### config.mk
export PLATFORM = sky130hd
export DESIGN_NAME = decode_ctrl_pipe
export DESIGN_NICKNAME = d
export VERILOG_FILES = /design/src/rtl/decode_ctrl_pipe_pkg.sv /design/src/rtl/decode_ctrl_pipe_comb.sv /design/src/rtl/decode_ctrl_pipe.sv
export SDC_FILE = /design/constraint.sdc
export NUM_CORES = 1
export LEC_CHECK = 0
export ABC_AREA = 1
export CORE_MARGIN = 5
export CORE_UTILIZATION = 43
export CTS_CLUSTER_DIAMETER = 30
export DETAILED_ROUTE_END_ITERATION = 16
export PLACE_DENSITY = 0.83
export SLEW_MARGIN = 20
export SYNTH_ARGS = -nofsm -noshare
export SYNTH_HDL_FRONTEND = slang
export SYNTH_SLANG_ARGS = --single-unit
### constraint.sdc
create_clock -name clk -period 5.01 [get_ports clk]
set_input_delay 1.002 -clock clk [delete_from_list [all_inputs] [get_ports clk]]
set_output_delay 1.002 -clock clk [all_outputs]
set_load 0.01 [all_outputs]
### src/rtl/decode_ctrl_pipe_pkg.sv
// Shared encodings for the pipelined decode helper: extension modes,
// main-control ALU ops, R-type funct values and ALU control codes.
package decode_ctrl_pipe_pkg;

    typedef enum logic [1:0] {
        EXT_ZERO  = 2'b00,
        EXT_SIGN  = 2'b01,
        EXT_UPPER = 2'b10,
        EXT_SIGN2 = 2'b11
    } ext_mode_e;

    typedef enum logic [1:0] {
        ALUOP_ADD   = 2'b00,
        ALUOP_SUB   = 2'b01,
        ALUOP_FUNCT = 2'b10,
        ALUOP_OR    = 2'b11
    } alu_op_e;

    localparam logic [5:0] FUNCT_ADD = 6'b100000;
    localparam logic [5:0] FUNCT_SUB = 6'b100010;
    localparam logic [5:0] FUNCT_AND = 6'b100100;
    localparam logic [5:0] FUNCT_OR  = 6'b100101;
    localparam logic [5:0] FUNCT_SLT = 6'b101010;
    localparam logic [5:0] FUNCT_JR  = 6'b001000;

    localparam logic [2:0] ALUC_ADD = 3'b010;
    localparam logic [2:0] ALUC_SUB = 3'b110;
    localparam logic [2:0] ALUC_AND = 3'b000;
    localparam logic [2:0] ALUC_OR  = 3'b001;
    localparam logic [2:0] ALUC_SLT = 3'b111;

endpackage

### src/rtl/decode_ctrl_pipe_comb.sv
// Combinational immediate extension, ALU control decode and JR detection
// for one instruction; registered by decode_ctrl_pipe.
module decode_ctrl_comb
    import decode_ctrl_pipe_pkg::*;
#(
    parameter int DATA_W = 32,
    parameter int IMM_W  = 16,
    parameter int ALUC_W = 3
) (
    input  logic [IMM_W-1:0]  inst_in,
    input  logic [1:0]        alu_op,
    input  logic [1:0]        ext_mode,
    output logic [DATA_W-1:0] imm_ext,
    output logic [ALUC_W-1:0] alu_control,
    output logic              jr
);

    localparam int PAD_W = DATA_W - IMM_W;

    logic [5:0] funct;
    logic [2:0] code;

    assign funct = inst_in[5:0];

    always_comb begin
        imm_ext = {{PAD_W{inst_in[IMM_W-1]}}, inst_in};
        case (ext_mode_e'(ext_mode))
            EXT_ZERO:  imm_ext = {{PAD_W{1'b0}}, inst_in};
            EXT_UPPER: imm_ext = {inst_in, {PAD_W{1'b0}}};
            default:   ;
        endcase
    end

    always_comb begin
        code = ALUC_ADD;
        jr   = 1'b0;
        case (alu_op_e'(alu_op))
            ALUOP_ADD: code = ALUC_ADD;
            ALUOP_SUB: code = ALUC_SUB;
            ALUOP_OR:  code = ALUC_OR;
            default: begin
                case (funct)
                    FUNCT_ADD: code = ALUC_ADD;
                    FUNCT_SUB: code = ALUC_SUB;
                    FUNCT_AND: code = ALUC_AND;
                    FUNCT_OR:  code = ALUC_OR;
                    FUNCT_SLT: code = ALUC_SLT;
                    FUNCT_JR: begin
                        code = ALUC_ADD;
                        jr   = 1'b1;
                    end
                    default:   code = ALUC_ADD;
                endcase
            end
        endcase
        alu_control = ALUC_W'(code);
    end

endmodule

### src/rtl/decode_ctrl_pipe.sv
// Pipelined decode helper: decode_ctrl_comb followed by NUM_STAGES register
// stages with valid tracking, stall, flush and squash behind a JR redirect.
module decode_ctrl_pipe
    import decode_ctrl_pipe_pkg::*;
#(
    parameter int DATA_W     = 32,
    parameter int IMM_W      = 16,
    parameter int NUM_STAGES = 1,
    parameter int ALUC_W     = 3
) (
    input  logic              clk,
    input  logic              reset,
    input  logic [IMM_W-1:0]  inst_in,
    input  logic [1:0]        alu_op,
    input  logic [1:0]        ext_mode,
    input  logic              in_valid,
    input  logic              stall,
    input  logic              flush,
    output logic [DATA_W-1:0] imm_out,
    output logic [ALUC_W-1:0] alu_control,
    output logic              jr_sel,
    output logic              out_valid,
    output logic              jr_redirect
);

    logic [DATA_W-1:0] imm_d;
    logic [ALUC_W-1:0] aluc_d;
    logic              jr_d;

    logic [DATA_W-1:0] imm_q   [NUM_STAGES];
    logic [ALUC_W-1:0] aluc_q  [NUM_STAGES];
    logic              jr_q    [NUM_STAGES];
    logic              valid_q [NUM_STAGES];

    decode_ctrl_comb #(
        .DATA_W (DATA_W),
        .IMM_W  (IMM_W),
        .ALUC_W (ALUC_W)
    ) u_comb (
        .inst_in     (inst_in),
        .alu_op      (alu_op),
        .ext_mode    (ext_mode),
        .imm_ext     (imm_d),
        .alu_control (aluc_d),
        .jr          (jr_d)
    );

    // Everything behind the output stage is younger than the JR, so a
    // redirect clears every valid bit that advances this edge.
    always_ff @(posedge clk) begin
        if (reset) begin
            for (int k = 0; k < NUM_STAGES; k++) begin
                imm_q[k]   <= '0;
                aluc_q[k]  <= '0;
                jr_q[k]    <= 1'b0;
                valid_q[k] <= 1'b0;
            end
        end else if (flush) begin
            for (int k = 0; k < NUM_STAGES; k++) begin
                valid_q[k] <= 1'b0;
            end
        end else if (!stall) begin
            imm_q[0]   <= imm_d;
            aluc_q[0]  <= aluc_d;
            jr_q[0]    <= jr_d;
            valid_q[0] <= in_valid & ~jr_redirect;
            for (int k = 1; k < NUM_STAGES; k++) begin
                imm_q[k]   <= imm_q[k-1];
                aluc_q[k]  <= aluc_q[k-1];
                jr_q[k]    <= jr_q[k-1];
                valid_q[k] <= valid_q[k-1] & ~jr_redirect;
            end
        end
    end

    assign imm_out     = imm_q[NUM_STAGES-1];
    assign alu_control = aluc_q[NUM_STAGES-1];
    assign jr_sel      = jr_q[NUM_STAGES-1];
    assign out_valid   = valid_q[NUM_STAGES-1];
    assign jr_redirect = out_valid & jr_sel & ~stall;

endmodule

# ---- Word-level counts from Yosys, hierarchy flattened
# Memories as Yosys holds them, arrays and structs flattened.
# Index checks and enable logic that the tools add are counted.
dict set report totals {
  register_bits 0
  ram_bits 37
  inputBits 25
  output_inout_bits 38
  mem_count 4
}
# memory depth width read_ports rd_clocked_by_memory_dff write_ports line_no
set memory_table {}
lappend memory_table {imm_q 1 32 1 0 1 decode_ctrl_pipe.sv:30} ;# logic [DATA_W-1:0] imm_q [NUM_STAGES];
lappend memory_table {aluc_q 1 3 1 0 1 decode_ctrl_pipe.sv:31} ;# logic [ALUC_W-1:0] aluc_q [NUM_STAGES];
lappend memory_table {jr_q 1 1 1 0 1 decode_ctrl_pipe.sv:32} ;# logic jr_q [NUM_STAGES];
lappend memory_table {valid_q 1 1 1 0 1 decode_ctrl_pipe.sv:33} ;# logic valid_q [NUM_STAGES];
dict set report classes {
  n_eq_ne 8
  n_mux 24
  bitwise_logic 5
  reduce_logical 8
}
# operator n
set ops {}
lappend ops {{$pmux 32 s2} 1}
lappend ops {{$mux 32} 1}
lappend ops {{$reduce_or 32->1} 1}
lappend ops {{$eq 6x6->1 const B} 4}
lappend ops {{$mux 1} 19}
lappend ops {{$pmux 3 s4} 1}
lappend ops {{$pmux 3 s3} 1}
lappend ops {{$eq 6x4->1 const B} 1}
lappend ops {{$reduce_or 3->1} 2}
lappend ops {{$eq 2x2->1 const B} 2}
lappend ops {{$logic_not 2->1} 2}
lappend ops {{$and 1x1->1} 3}
lappend ops {{$mux 3} 1}
lappend ops {{$reduce_or 1->1} 3}
lappend ops {{$eq 2x1->1 const B} 1}
lappend ops {{$not 1->1} 2}

# ---- Logic depth before layout (Yosys ltp)
dict set report depth {
  depth_word 6
  mapped_depth 8
  ltp_nobuf 8
}

# ---- By module
# Synthesis repeated with hierarchy kept, for this count alone.
dict set report hier_totals {
  cells_unflattened 199
  hier_area_um2 1849.3
}
# mod n_inst cells_each area_per_inst_um2 seq_area_each_um2
set modules_own_cells {}
lappend modules_own_cells {decode_ctrl_pipe 1 122 1475.2 1111.1}
lappend modules_own_cells {decode_ctrl_comb 1 77 374.1 0.0}

# ---- Worst setup path before layout
# No wires, ideal clock.
dict set report synth_path {
  kind {input -> register}
  from {in flush}
  to {mem valid_q[0], enable pin}
  setup_time_ns 0.303
  arrival_time_ns 3.997
  t_required_ns 4.707
  path_slack_ns 0.711
  path_stages 2
  path_cell_list {o21ai_0 > or2_2}
}
dict set report synth_via {
  elab_chain_len 6
  word_cells_on_any_way 10
  cone_classes {mux: 8; reduce/logical: 2}
}
# item line_no
set synth_rtl {}
lappend synth_rtl {{start: declaration} decode_ctrl_pipe.sv:18} ;# input logic flush,
lappend synth_rtl {{$mux 1} decode_ctrl_pipe.sv:58} ;# end else if (flush) begin
lappend synth_rtl {{$mux 1} decode_ctrl_pipe.sv:51} ;# if (reset) begin
lappend synth_rtl {{$mux 1 (not written as such)} decode_ctrl_pipe.sv:60} ;# valid_q[k] <= 1'b0;
lappend synth_rtl {{$reduce_or 1->1 (no source line)} --}
lappend synth_rtl {{$mux 1 (no source line)} --}
lappend synth_rtl {{$mux 1 (no source line) *} --}
lappend synth_rtl {{end: declaration} decode_ctrl_pipe.sv:33}
# Mark *: on every way between the ends. The rest lies on a longest branch, timed or not.

# ---- Worst setup path after layout
dict set report layout_path {
  from {in stall}
  to {out jr_redirect}
}
dict set report layout_via {
  elab_chain_len 2
}
# item line_no
set layout_rtl {}
lappend layout_rtl {{start: declaration} decode_ctrl_pipe.sv:17} ;# input logic stall,
lappend layout_rtl {{$not 1->1} decode_ctrl_pipe.sv:80} ;# assign jr_redirect = out_valid & jr_sel & ~stall;
lappend layout_rtl {{$and 1x1->1} decode_ctrl_pipe.sv:80}
lappend layout_rtl {{end: declaration} decode_ctrl_pipe.sv:23} ;# output logic jr_redirect
# Every way passes these cells.

==> impl_metrics.toml <==
[finish]
syn2layout_area_growth_pct = 46.1
mostFrequentLayoutCell = "clkdlybuf4s50_1"
final_cell_mix = "62 x clkdlybuf4s50_1, 37 x edfxtp_1, 21 x inv_1, 20 x nor2_1, 17 x nand2_1"
antenna_cells = 0
final_nets = 231
fin_util_pct = 65.4
stdcell_count = 255
layout-drive-gt1-share_pct = 10.1

[global_routing]
grt_usage_pct = 14.3
antenna_found_initial = 0
grt_first_pass_wirelength_mm = 5.64
grt_pass1_vias = 1163
grt_max_degree = 38
overflow = 0

[routing]
post_drt_wl_per_cell_um = 14.0
vias = 1237
viasPerCell = 4.85
drc = 0
wl_mm = 3.57
ant_nets = 0
drt-initial-drc-count = 81
drt-pass1-iter-count = 4

[sta]
grt_setup_unrepaired = "false"
max_freq_ghz = 0.314
period_minus_slack_ns = 3.19
slew_viol_final = 0
setup_viol_count_final = 0
post-route-period-util_pct = 63.6
skew_ns = 0.00677
final_hold_viol_count = 0
setup_tns_ns = 0
slew_headroom_pct = 64.6
tightest_slew_ns = 0.529
holdWs_ns = 0.753

[setup_path]
path_class = "input pin to output pin"
crit_slowest_cell = "clkdlybuf4s50_1"
required_ns = 4.01
critPathBufInv = 2
cp.arrival_ns = 2.19
critPathMaxStageDelay_ns = 0.55
crit_family = "buffers and inverters"
crit_path_cell_trace = "clkdlybuf4s50_1, nor2_1, clkdlybuf4s50_1"
crit_path_start_kind = "input pin"
crit_top_cell = "clkdlybuf4s50_1"
cp-end-kind = "output pin"
worst-path-max-fanout = 3

[die]
io_pins = 63
die_y_um = 72.0
die_w_um = 72.0
die_area_sq_um = 5180
coreArea_sq_um = 3690
start_util_pct = 44.8
rows = 22

[synthesis]
yosysWarnings = 0
synth_top_area_share_pct = 67.3
synth.avg_cell_area_sq_um = 11.7
synth_cell_types = 21
synth-edff-count = 37
netlist_instances = 141
ys_ff_latch = 37
syn_area_sq_um = 1650
synthTopCellsByArea = "edfxtp_1 67%, inv_1 4.8%, nor2_1 4.5%, nand2_1 3.9%, o31ai_2 3.8%"
synth_largest_area_cell = "edfxtp_1"
async_reset_ff_share_pct = 0
synth_nets = 166
synth_ff_type = "edfxtp_1"
ys_seq_area_share_pct = 67.3

[cts]
clk_pin_slew_ns = 0.07
htreeDepth = 2
clock_sinks = 37
cts_tree = "built"
cts.path.max_buffers = 2
clockRootBuffer = "clkbuf_8"
post_cts_resized = 0
postCtsHoldBufs = 0
cts_buffers = 5
clock_latency_ns = 0.29
postCtsSetupBuffers = 0

[place]
place.gp.congestion = 0.817
place_hpwl_mm = 2.57
dp.cells = 246
port_buffers = 62

[job]
cap_viol_max_count = 0

[hold_path]
hp-class = "flip-flop to flip-flop"

[power_and_ir_drop]
p_total_w = 0.000692
power_leakage_nw = 0.943
power_density_nw_per_um2 = 287
vdd_drop_max_uv = 143

[status]
status = "finished, final reports clean"
state kept, by name, summed over array words and instances (netlist names):
signal and flops:
valid_q 1, imm_q 32, jr_q 1, aluc_q 3
routing by layer:
layer	track usage, %	part of all wire, %
met1	17.6	42
met2	22.1	47
met3	4.57	7.7
met4	8.35	3.5
met5	0	0
cells in the mapped netlist (2+ instances only):
library cell / count
a21oi_1: 2
o21ai_1: 2
nor2_1: 20
inv_1: 21
o31ai_2: 5
o21ai_0: 4
nor3_1: 11
o31ai_1: 5
buf_6: 3
buf_2: 2
nand3_1: 4
edfxtp_1: 37
nand2_1: 17
cells by family after synthesis:
kind of cell	count (synthesis)	synth area share, %
buffers and inverters	28	8.03
AOI/OAI and AO/OA	18	8.49
and+or+nand+nor	58	16.2
DFF	37	67.3
metrics by stage:
stage	instance area (sq um)	setup WS, ns
6_report	2410	1.82
3_5_place_dp	2300	1.81
4_1_cts	2390	1.81
3_3_place_gp	2300	1.83
5_1_grt	2410	1.75
2_1_floorplan	1650	0.711
power breakdown:
group / switching, W / leakage (nW) / internal [W]
logic: 0.0000548 / 0.521 / 0.0000651
clock network: 0.000104 / 0.0439 / 0.0000959
registers: 0.00000659 / 0.377 / 0.000366
total: 0.000165 / 0.943 / 0.000527
worst register-to-register path, stage by stage (launching register included):
cell and delay (ns):
edfxtp_1 0.37, nand2_1 0.07, nor2_1 0.11, nor2_1 0.06
final cells by class:
cell class / instances / area, sq um
Clock buffer: 5 / 68.8
Clock inverter: 3 / 17.5
Fill cell: 302 / 1270
Inverter: 23 / 88.8
Multi-Input combinational cell: 76 / 419
Sequential cell: 37 / 1110
Tap cell: 48 / 60.1
Timing Repair Buffer: 63 / 648
path summary, 6_finish.rpt:
check	start	end	slack [ns]	cells past startpoint
min reg2reg	valid_q[0]	valid_q[0]	0.75	3
max reg2reg	jr_q[0]	valid_q[0]	4.15	3
max	stall	jr_redirect	1.82	3
min	valid_q[0]	valid_q[0]	0.75	3
(Power assumes the default switching activity.)
